### src/rtl/seq_rca_add.sv
// Digit-serial ripple-carry adder: adds two WIDTH-bit operands plus carry-in CHUNK bits per clock.
// Optional subtract mode (Sub port) is enabled by defining SEQ_RCA_ADD_SUB_EN.
module seq_rca_add #(
  parameter int unsigned WIDTH = 20,
  parameter int unsigned CHUNK = 4
) (
  input  logic             clk,
  input  logic             rst,
  input  logic             in_valid,
  output logic             in_ready,
  input  logic [WIDTH-1:0] A,
  input  logic [WIDTH-1:0] B,
  input  logic             Cin,
`ifdef SEQ_RCA_ADD_SUB_EN
  input  logic             Sub,
`endif
  output logic             out_valid,
  input  logic             out_ready,
  output logic [WIDTH-1:0] Sum,
  output logic             Cout,
  output logic             Ovf
);

  localparam int unsigned N   = WIDTH / CHUNK;
  localparam int unsigned CW  = (N > 1) ? $clog2(N) : 1;
  localparam int unsigned CHW = CHUNK + 1;

  typedef enum logic [1:0] {IDLE, RUN, DONE} state_t;

  state_t           state_q, state_d;
  logic [CW-1:0]    cnt_q, cnt_d;
  logic [WIDTH-1:0] a_q, a_d;
  logic [WIDTH-1:0] b_q, b_d;
  logic             carry_q, carry_d;
  logic [WIDTH-1:0] sum_q, sum_d;
  logic             cout_q, cout_d;
  logic             ovf_q, ovf_d;

  logic [CHUNK-1:0] a_ch, b_ch;
  logic [CHUNK:0]   add_c;
  logic             last_c;
  logic             msb_cin_c;

  // Chunk select, one-slice add and next-state/datapath update
  always_comb begin
    state_d = state_q;
    cnt_d   = cnt_q;
    a_d     = a_q;
    b_d     = b_q;
    carry_d = carry_q;
    sum_d   = sum_q;
    cout_d  = cout_q;
    ovf_d   = ovf_q;
    a_ch    = '0;
    b_ch    = '0;

    for (int i = 0; i < int'(N); i++) begin
      if (cnt_q == CW'(i)) begin
        a_ch = a_q[i*CHUNK +: CHUNK];
        b_ch = b_q[i*CHUNK +: CHUNK];
      end
    end

    add_c  = CHW'(a_ch) + CHW'(b_ch) + CHW'(carry_q);
    last_c = (cnt_q == CW'(N - 1));
    // Carry into the MSB recovered from its sum bit: s = a ^ b ^ cin
    msb_cin_c = add_c[CHUNK-1] ^ a_ch[CHUNK-1] ^ b_ch[CHUNK-1];

    case (state_q)
      IDLE: begin
        if (in_valid) begin
          a_d     = A;
          b_d     = B;
          carry_d = Cin;
`ifdef SEQ_RCA_ADD_SUB_EN
          if (Sub) begin
            b_d     = ~B;
            carry_d = 1'b1;
          end
`endif
          sum_d   = '0;
          cnt_d   = '0;
          state_d = RUN;
        end
      end
      RUN: begin
        for (int i = 0; i < int'(N); i++) begin
          if (cnt_q == CW'(i)) begin
            sum_d[i*CHUNK +: CHUNK] = add_c[CHUNK-1:0];
          end
        end
        carry_d = add_c[CHUNK];
        if (last_c) begin
          cout_d  = add_c[CHUNK];
          ovf_d   = add_c[CHUNK] ^ msb_cin_c;
          cnt_d   = '0;
          state_d = DONE;
        end else begin
          cnt_d = cnt_q + CW'(1);
        end
      end
      DONE: begin
        if (out_ready) begin
          state_d = IDLE;
        end
      end
      default: state_d = IDLE;
    endcase
  end

  always_ff @(posedge clk) begin
    if (rst) begin
      state_q <= IDLE;
      cnt_q   <= '0;
      a_q     <= '0;
      b_q     <= '0;
      carry_q <= 1'b0;
      sum_q   <= '0;
      cout_q  <= 1'b0;
      ovf_q   <= 1'b0;
    end else begin
      state_q <= state_d;
      cnt_q   <= cnt_d;
      a_q     <= a_d;
      b_q     <= b_d;
      carry_q <= carry_d;
      sum_q   <= sum_d;
      cout_q  <= cout_d;
      ovf_q   <= ovf_d;
    end
  end

  assign in_ready  = (state_q == IDLE);
  assign out_valid = (state_q == DONE);
  assign Sum       = sum_q;
  assign Cout      = cout_q;
  assign Ovf       = ovf_q;

endmodule

### config.mk
export PLATFORM = sky130hd
export DESIGN_NAME = seq_rca_add
export DESIGN_NICKNAME = d
export VERILOG_FILES = /design/src/rtl/seq_rca_add.sv
export SDC_FILE = /design/constraint.sdc
export NUM_CORES = 1
export LEC_CHECK = 0
export ABC_AREA = 0
export CORE_MARGIN = 4
export CORE_UTILIZATION = 50
export DETAILED_ROUTE_END_ITERATION = 10
export PLACE_DENSITY = 0.79
export RECOVER_POWER = 50
export SYNTH_ARGS = -nofsm -noshare
export SYNTH_HDL_FRONTEND = slang
export SYNTH_SLANG_ARGS = --single-unit
### constraint.sdc
create_clock -name clk -period 4.2 [get_ports clk]
set_input_delay 0.84 -clock clk [delete_from_list [all_inputs] [get_ports clk]]
set_output_delay 0.84 -clock clk [all_outputs]
set_load 0.01 [all_outputs]
# Word level (Yosys, flattened, before mapping)
# Cells that the tools add are included.
# classes
addsub	3
mul	0
div	0
order_cmp	0
eq_ne	13
shifts	0
mux	26
n_bitwise	3
reduce_logical	12
# op_table
cell	n
$mux W4	15
$pmux W20 S2	1
$mux W20	1
$reduce_and A3 Y1	6
$ne A2 B2 Y1 const B	6
$eq A3 B2 Y1 const B	2
$mux W2	3
$mux W3	2
$pmux W2 S3	1
$pmux W3 S2	1
$reduce_and A2 Y1	3
$add A4 B4 Y5	1
$add A5 B1 Y5	1
$add A3 B1 Y3 const B	1
$eq A3 B1 Y1 const B	1
$eq A3 B3 Y1 const B	1
$logic_not A3 Y1	1
$xor A1 B1 Y1	3
$eq A2 B1 Y1 const B	1
$eq A2 B2 Y1 const B	1
$logic_not A2 Y1	1
$ne A2 B1 Y1 const B	1
$pmux W1 S2	1
$reduce_bool A2 Y1	1
$mux W1	1
# word_totals
reg_bits	68
latch_bits	0
mem_bits_rw	0
romBits	0
inputBits	45
out_inout_bits	24
word_cells	69
mem_count	0

# Longest topological paths before layout
# Gate-level depths: netlist (run 1).
# depth
depth_word	11
mapped_depth	16
mapped_depth_nobuf	15

# Worst setup path before layout (run 1)
# No wires, ideal clock.
# synth_timing
kind	reg-to-reg
start	register cnt_q[0]
end	register ovf_q (netlist: Ovf)
setup_time_ns	0.079
t_arrival_ns	3.373
required_ns	4.121
setup_slack_ns	0.748
stages_incl_launch_ff	16
path_buffers	2
synth_period_minus_slack_ns	3.452
cell_sequence	dfxtp_1 -> ha_1 -> ha_1 -> clkbuf_1 -> clkbuf_1 -> nand2_1 -> o311ai_0 -> o21ai_0 -> fa_1 -> fa_1 -> and3b_1 -> a32oi_1 -> o22ai_1 -> a31o_2 -> xnor2_1 -> a211oi_2
# synth_between
elab_chain_len	11
elab_cells_between_ends	21
classes_between	2 x add/sub; 4 x eq/ne; 10 x mux; 3 x bitwise; 2 x reduce/logical
# synth_lines
item	line	text
from (decl)	31	logic [CW-1:0] cnt_q, cnt_d;
from (signal assigned)	123	cnt_q <= cnt_d;
$logic_not A3 Y1	58	if (cnt_q == CW'(i)) begin
$mux W4 (5 in a row)	58	
$add A4 B4 Y5	64	add_c = CHW'(a_ch) + CHW'(b_ch) + CHW'(carry_q);
$add A5 B1 Y5	64	
$xor A1 B1 Y1 (2 in a row)	67	msb_cin_c = add_c[CHUNK-1] ^ a_ch[CHUNK-1] ^ b_ch[CHUNK-1];
$xor A1 B1 Y1	95	ovf_d = add_c[CHUNK] ^ msb_cin_c;
to (signal assigned)	129	ovf_q <= ovf_d;
to (decl)	37	logic ovf_q, ovf_d;
# Parallel ways exist; a longest one is shown, timed or not.
# A chain may end at the register's enable or synchronous reset.

# Worst setup path in the final report (run 1)
# Ends and elaborated chain as after synthesis.

==> results of run 1 <==
-- layer usage --
metal	global-route usage, %	vias to the layer above	part of all wire (%)
met2	32.0	100	45
li1	-	1441	-
met5	0	-	0
met4	9.07	0	2.2
met3	4.75	19	7.1
met1	28.9	1318	46
-- metrics by stage --
step	util, %	cells
after detailed placement	63.2	514
final	66.3	529
after global routing	66.3	529
after floorplan	-	392
after CTS	66.4	529
after global placement	63.2	514
-- logic make-up after synthesis --
logic type                 count (synthesis)  synth area share, %
buffers and inverters                     30                 4.26
DFF                                       68                 44.5
adders and majority gates                 10                 4.58
xor gates and xnor gates                   4                 1.39
AOI/OAI and AO/OA                        102                 20.3
muxes                                      5                 1.64
and+or+nand+nor                          173                 23.3
-- worst max-delay path by stage --
| stage | slack [ns] | end | cells past startpoint |
|---|---|---|---|
| global placement | 0.56 | Ovf | 15 |
| floorplan | 0.75 | Ovf | 15 |
| global route | 0.03 | Ovf | 15 |
| detailed placement | 0.40 | Ovf | 15 |
| finish | 0.37 | Ovf | 15 |
| CTS | 0.38 | Ovf | 15 |
-- final cells by class --
type / count / area, um^2
clock buffer: 14 / 183
clock inverter: 1 / 5.00
fill: 527 / 1990
inverter: 6 / 22.5
multi-input combinational: 294 / 1570
sequential: 68 / 1360
tap: 75 / 93.8
timing repair buffer: 71 / 694
-- critical path, delay by kind of cell (launching register included) --
| family | cells | cell delay [ns] |
|---|---|---|
| adder cells (fa/ha/maj) | 3 | 1.17 |
| AND/OR/NAND/NOR | 3 | 0.65 |
| flip-flops | 1 | 0.35 |
| AO/OA/AOI/OAI | 7 | 1.25 |
| buffers and inverters | 1 | 0.10 |
| XOR/XNOR | 1 | 0.17 |
-- power by group --
group,internal (mW),total (mW),switching (mW)
Sequential,0.674,0.694,0.0205
Clock,0.275,0.506,0.230
Combinational,0.104,0.224,0.120
-- cells in the mapped netlist, types with 3 or more instances --
master	instances	area share (%)
nand2_1	94	12
dfxtp_1	68	45
a21oi_1	67	11
nor2_1	54	6.6
clkbuf_1	16	2.0
ha_1	8	3.3
nor3_1	8	1.3
a221oi_1	7	2.0
inv_1	5	0.61
mux2i_1	5	1.6
nand2b_1	5	1.0
a32oi_1	4	1.1
buf_1	4	0.49
o21ai_0	4	0.65
a22oi_1	3	0.74
nand3b_1	3	0.74
nor2b_1	3	0.61
o21ai_1	3	0.49
-- state kept, by name (all words and copies together) (netlist names) --
signal,cells
Cout,1
Ovf,1
Sum,20
a_q,20
b_q,20
carry_q,1
cnt_q,3
state_q,2
==> results.json, run 1 <==
{
  "synth.distinct_cells": 41,
  "syn_nets": 447,
  "tightest_slew_ns": 1.66,
  "grt_overflow": 0,
  "min_path_cells": 2,
  "place_area_mm2": 0.00374,
  "ir_worst_vdd_mv": 0.208,
  "crit_top_cell": "fa_1",
  "rr_startpoint": "cnt_q[0]",
  "synthCells": 392,
  "cts_buffers": 9,
  "period_share_pct": 91.2,
  "drc_errors": 0,
  "avgViaCountPerCell": 5.44,
  "ff2ff_setup_slack_ns": 0.37,
  "grt_pass1_vias": 2636,
  "start_kind": "register",
  "tritoncts": "built",
  "drt_iter0_drc": 204,
  "end_kind": "register",
  "grtUsageTotal_pct": 21.0,
  "cts_setup_buffers": 0,
  "status": "finished, violations left",
  "antenna_found_initial": 0,
  "hold_path_startpoint": "a_q[6]",
  "finalCriticalPeriod_ns": 3.83,
  "powerDensity_mw_per_mm2": 363,
  "ys_seq_area_share_pct": 44.5,
  "core_mm2": 0.00592,
  "drt-pass1-iter-count": 4,
  "clk_path_buf_depth": 2,
  "dp_slack_ns": 0.403,
  "power_leakage_nw": 1.57,
  "final_cell_mix": "nand2_1, dfxtp_1, a21oi_1, nor2_1, clkdlybuf4s50_1",
  "relSlewSlack_pct": -11.0,
  "wl_per_cell_um": 14.2,
  "setup_slack_ns": 0.368,
  "violations": "capacitance limit, slew limit",
  "rows": 28,
  "synth-seq-cells": 68,
  "power.total_mw": 1.42,
  "dieArea_mm2": 0.00743,
  "h-tree-depth": 3,
  "initial_core_util_pct": 51.6,
  "rsz0062_at_grt": "false",
  "holdWs_ns": 0.461,
  "crit_arrival_ns": 4.01,
  "clkTransAtPathRegs_ns": 0.07,
  "r2r_cells": 15,
  "required_ns": 4.38,
  "cpPeakStageDelay_ns": 0.45,
  "syn_area_per_cell_um2": 7.80,
  "crit_start": "cnt_q[0]",
  "die_x_um": 86.2,
  "via_count": 2878,
  "finalHoldViolCount": 0,
  "clock_skew_ns": 0.00731,
  "worstHoldEndpoint": "a_q[6]",
  "syn_area_mm2": 0.00306,
  "crit_fanout": 7,
  "antenna_left": 0,
  "syn2layout_area_growth_pct": 28.4,
  "async_flop_share_pct": 0,
  "clk_latency_ns": 0.34,
  "hpwlAfterDp_um": 5470,
  "portBuffers": 68,
  "hold_class": "register to register",
  "critical_path_class": "register to register",
  "grt_max_degree": 69,
  "diodes": 0,
  "wirelength_um": 7540,
  "finalSetupViolCount": 0,
  "clock-sinks": 68,
  "cts_resized": 0,
  "fin_nets": 505,
  "layout_commonest_cell": "nand2_1",
  "r2r-end": "Ovf",
  "critPathSlowestCell": "fa_1",
  "synthFlopType": "dfxtp_1",
  "postCtsHoldBufs": 0,
  "drive_gt1_share_pct": 5.51,
  "gp_congestion": 0.867,
  "synth-edff-count": 0,
  "max_freq_ghz": 0.261,
  "grt_pass1_wl_um": 12400,
  "cts_root_buffer": "clkbuf_8",
  "max_cap_viol_count": 1,
  "finalInstanceArea_mm2": 0.00393,
  "setup_tns_ns": 0,
  "die_y_um": 86.2,
  "slew_violations": 42,
  "yosys_warnings": 0,
  "ioPinCount": 69,
  "path_cells": "inv_1 > ha_1 > nand2b_1 > nor2_1 > a221oi_1 > o311ai_0 > o21ai_0 > fa_1 > fa_1 > and3b_1 > a32oi_1 > o22ai_1 > a31o_2 > xnor2_1 > a211oi_2"
}
(Power assumes the default switching activity.)
==> inputs of run 2 (changes only) <==
CTS_CLUSTER_SIZE = 12   (was not set)
==> results of run 2 <==
No change in the layout: final DEF, timing and power equal those of run 1.
==> inputs of run 3 (changes only) <==
ABC_AREA = 1   (was 0)
==> run 3 against run 2 <==
  * Die area grew 0.26%
  * Global-route usage is 0.26 points higher
  * Clock-buffer cell count down 2
  * The flow now finishes without violations
  * Sequential power is 4.2% higher
  * First-iteration DRC count down 6.9%
==> results.json, run 3 <==
{
  "status": "finished clean",
  "crit_fanout": 6,
  "ys_top_cells_by_area": "dfxtp_1, nor2_1, o21ai_0",
  "synth_top_area_share_pct": 44.4,
  "hold_class": "register to register",
  "gp_congestion": 0.877,
  "ioPinCount": 69,
  "max_cap_viol_count": 0,
  "fin_nets": 555,
  "syn2layout_area_growth_pct": 28.5,
  "min_path_cells": 2,
  "core_mm2": 0.00592,
  "hpwlAfterDp_um": 5620,
  "clk_latency_ns": 0.35,
  "rr_startpoint": "cnt_q[0]",
  "postCtsHoldBufs": 0,
  "drc_errors": 0,
  "drive_gt1_share_pct": 5.15,
  "tritoncts": "built",
  "end_kind": "register",
  "setup_tns_ns": 0,
  "place_area_mm2": 0.00378,
  "max_freq_ghz": 0.297,
  "cts_resized": 0,
  "drt_iter0_drc": 190,
  "syn_area_per_cell_um2": 7.02,
  "synth-edff-count": 0,
  "start_kind": "register",
  "h-tree-depth": 3,
  "ir_worst_vdd_mv": 0.194,
  "period_share_pct": 80.2,
  "grt_pass1_vias": 2861,
  "finalInstanceArea_mm2": 0.00394,
  "synth-seq-cells": 68,
  "finalHoldViolCount": 0,
  "clkTransAtPathRegs_ns": 0.07,
  "diodes": 0,
  "crit_arrival_ns": 3.60,
  "grtUsageTotal_pct": 21.3,
  "via_count": 2935,
  "grt_overflow": 0,
  "slew_violations": 0,
  "grt_pass1_wl_um": 12500,
  "r2r_cells": 26,
  "rsz0062_at_grt": "false",
  "utilization_pct": 66.6,
  "synth_common_cells": "nor2_1, nand2_1, dfxtp_1",
  "setup_slack_ns": 0.831,
  "synthFlopType": "dfxtp_1",
  "hold_path_startpoint": "b_q[13]",
  "yosysTopAreaCell": "dfxtp_1",
  "dp_slack_ns": 0.870,
  "synthCells": 437,
  "cts_root_buffer": "clkbuf_8",
  "async_flop_share_pct": 0,
  "layout_commonest_cell": "nor2_1",
  "cts_buffers": 9,
  "clk_path_buf_depth": 2,
  "antenna_left": 0,
  "powerDensity_mw_per_mm2": 378,
  "dieArea_mm2": 0.00745,
  "final_cell_mix": "nor2_1, nand2_1, dfxtp_1, o21ai_0, clkdlybuf4s50_1",
  "cts_setup_buffers": 0,
  "portBuffers": 68,
  "relSlewSlack_pct": 8.00,
  "required_ns": 4.43,
  "grt_max_degree": 50,
  "die_y_um": 86.3,
  "finalSetupViolCount": 0,
  "wirelength_um": 7480,
  "die_x_um": 86.3,
  "finalCriticalPeriod_ns": 3.37,
  "tightest_slew_ns": 1.38,
  "ys_seq_area_share_pct": 44.4,
  "power_leakage_nw": 1.74,
  "initial_core_util_pct": 51.8,
  "drt-pass1-iter-count": 4,
  "crit_start": "cnt_q[0]",
  "yosys_warnings": 0,
  "syn_area_mm2": 0.00307,
  "holdWs_ns": 0.461,
  "avgViaCountPerCell": 5.06,
  "clock_skew_ns": 0.0105,
  "critical_path_class": "register to register",
  "antenna_found_initial": 0,
  "clock-sinks": 68,
  "syn_nets": 492,
  "yosys.cell_count.top_type": "nor2_1",
  "synth.distinct_cells": 27,
  "wl_per_cell_um": 12.9,
  "fill_cells": 540,
  "rows": 28
}
run 3: worst paths after layout:
check             slack (ns)      end
setup reg to reg        0.83      Ovf
setup / recovery        0.83      Ovf
hold / removal          0.46  b_q[13]
hold reg to reg         0.46  b_q[13]
run 3: logic make-up (layout without fill, tap and decap cells):
| group | Yosys count | in the layout | share of synthesized area, % |
|---|---|---|---|
| simple gates | 197 | 197 | 25.3 |
| compound gates | 101 | 101 | 17.5 |
| flops | 68 | 68 | 44.4 |
| buf+inv | 59 | 127 | 7.71 |
| fa+ha+maj | 10 | 10 | 4.57 |
| xor+xnor | 2 | 2 | 0.571 |
run 3: area by class of cell:
type                    count  area (um^2)  share of cell area (%)
well taps                  75         93.8                    2.38
flip-flops and latches     68         1360                    34.5
clock buffers              12          145                    3.68
multi-input cells         310         1470                    37.2
repair buffers             71          699                    17.7
inverters                  40          150                    3.81
clock inverters             4         25.0                   0.635
run 3: critical path, stage by stage, from the launching register on:
cell     delay [ns]
dfxtp_1        0.35
inv_1          0.09
ha_1           0.18
inv_1          0.06
nor2_2         0.18
inv_1          0.11
nor2_1         0.14
a22oi_1        0.08
o21ai_0        0.16
nand2_1        0.07
nand3_1        0.06
o21ai_0        0.13
fa_1           0.46
fa_1           0.37
inv_1          0.08
nand2_1        0.05
inv_1          0.06
or2_2          0.10
nand2_1        0.04
nand2_1        0.09
inv_1          0.06
nand2_1        0.05
nand2_1        0.06
nand3_1        0.07
nand2_1        0.05
nor2_1         0.09
nor2_1         0.04
run 3: metal layers:
layer,GRT usage [%],vias up,share of wire [%]
li1,-,1518,-
met1,23.9,1320,43
met2,37.6,84,49
met3,6.18,13,5.9
met4,9.21,0,1.7
met5,0,-,0
run 3: power breakdown:
part	switching [mW]	internal, mW
clock	0.238	0.229
sequential	0.0278	0.695
combinational	0.169	0.131
run 3: metrics by stage:
step / total power, mW / cells
6_report: 1.49 / 580
5_1_grt: 1.57 / 580
4_1_cts: 1.50 / 580
3_5_place_dp: 1.04 / 564
3_3_place_gp: 1.03 / 564
2_1_floorplan: 0.921 / 437
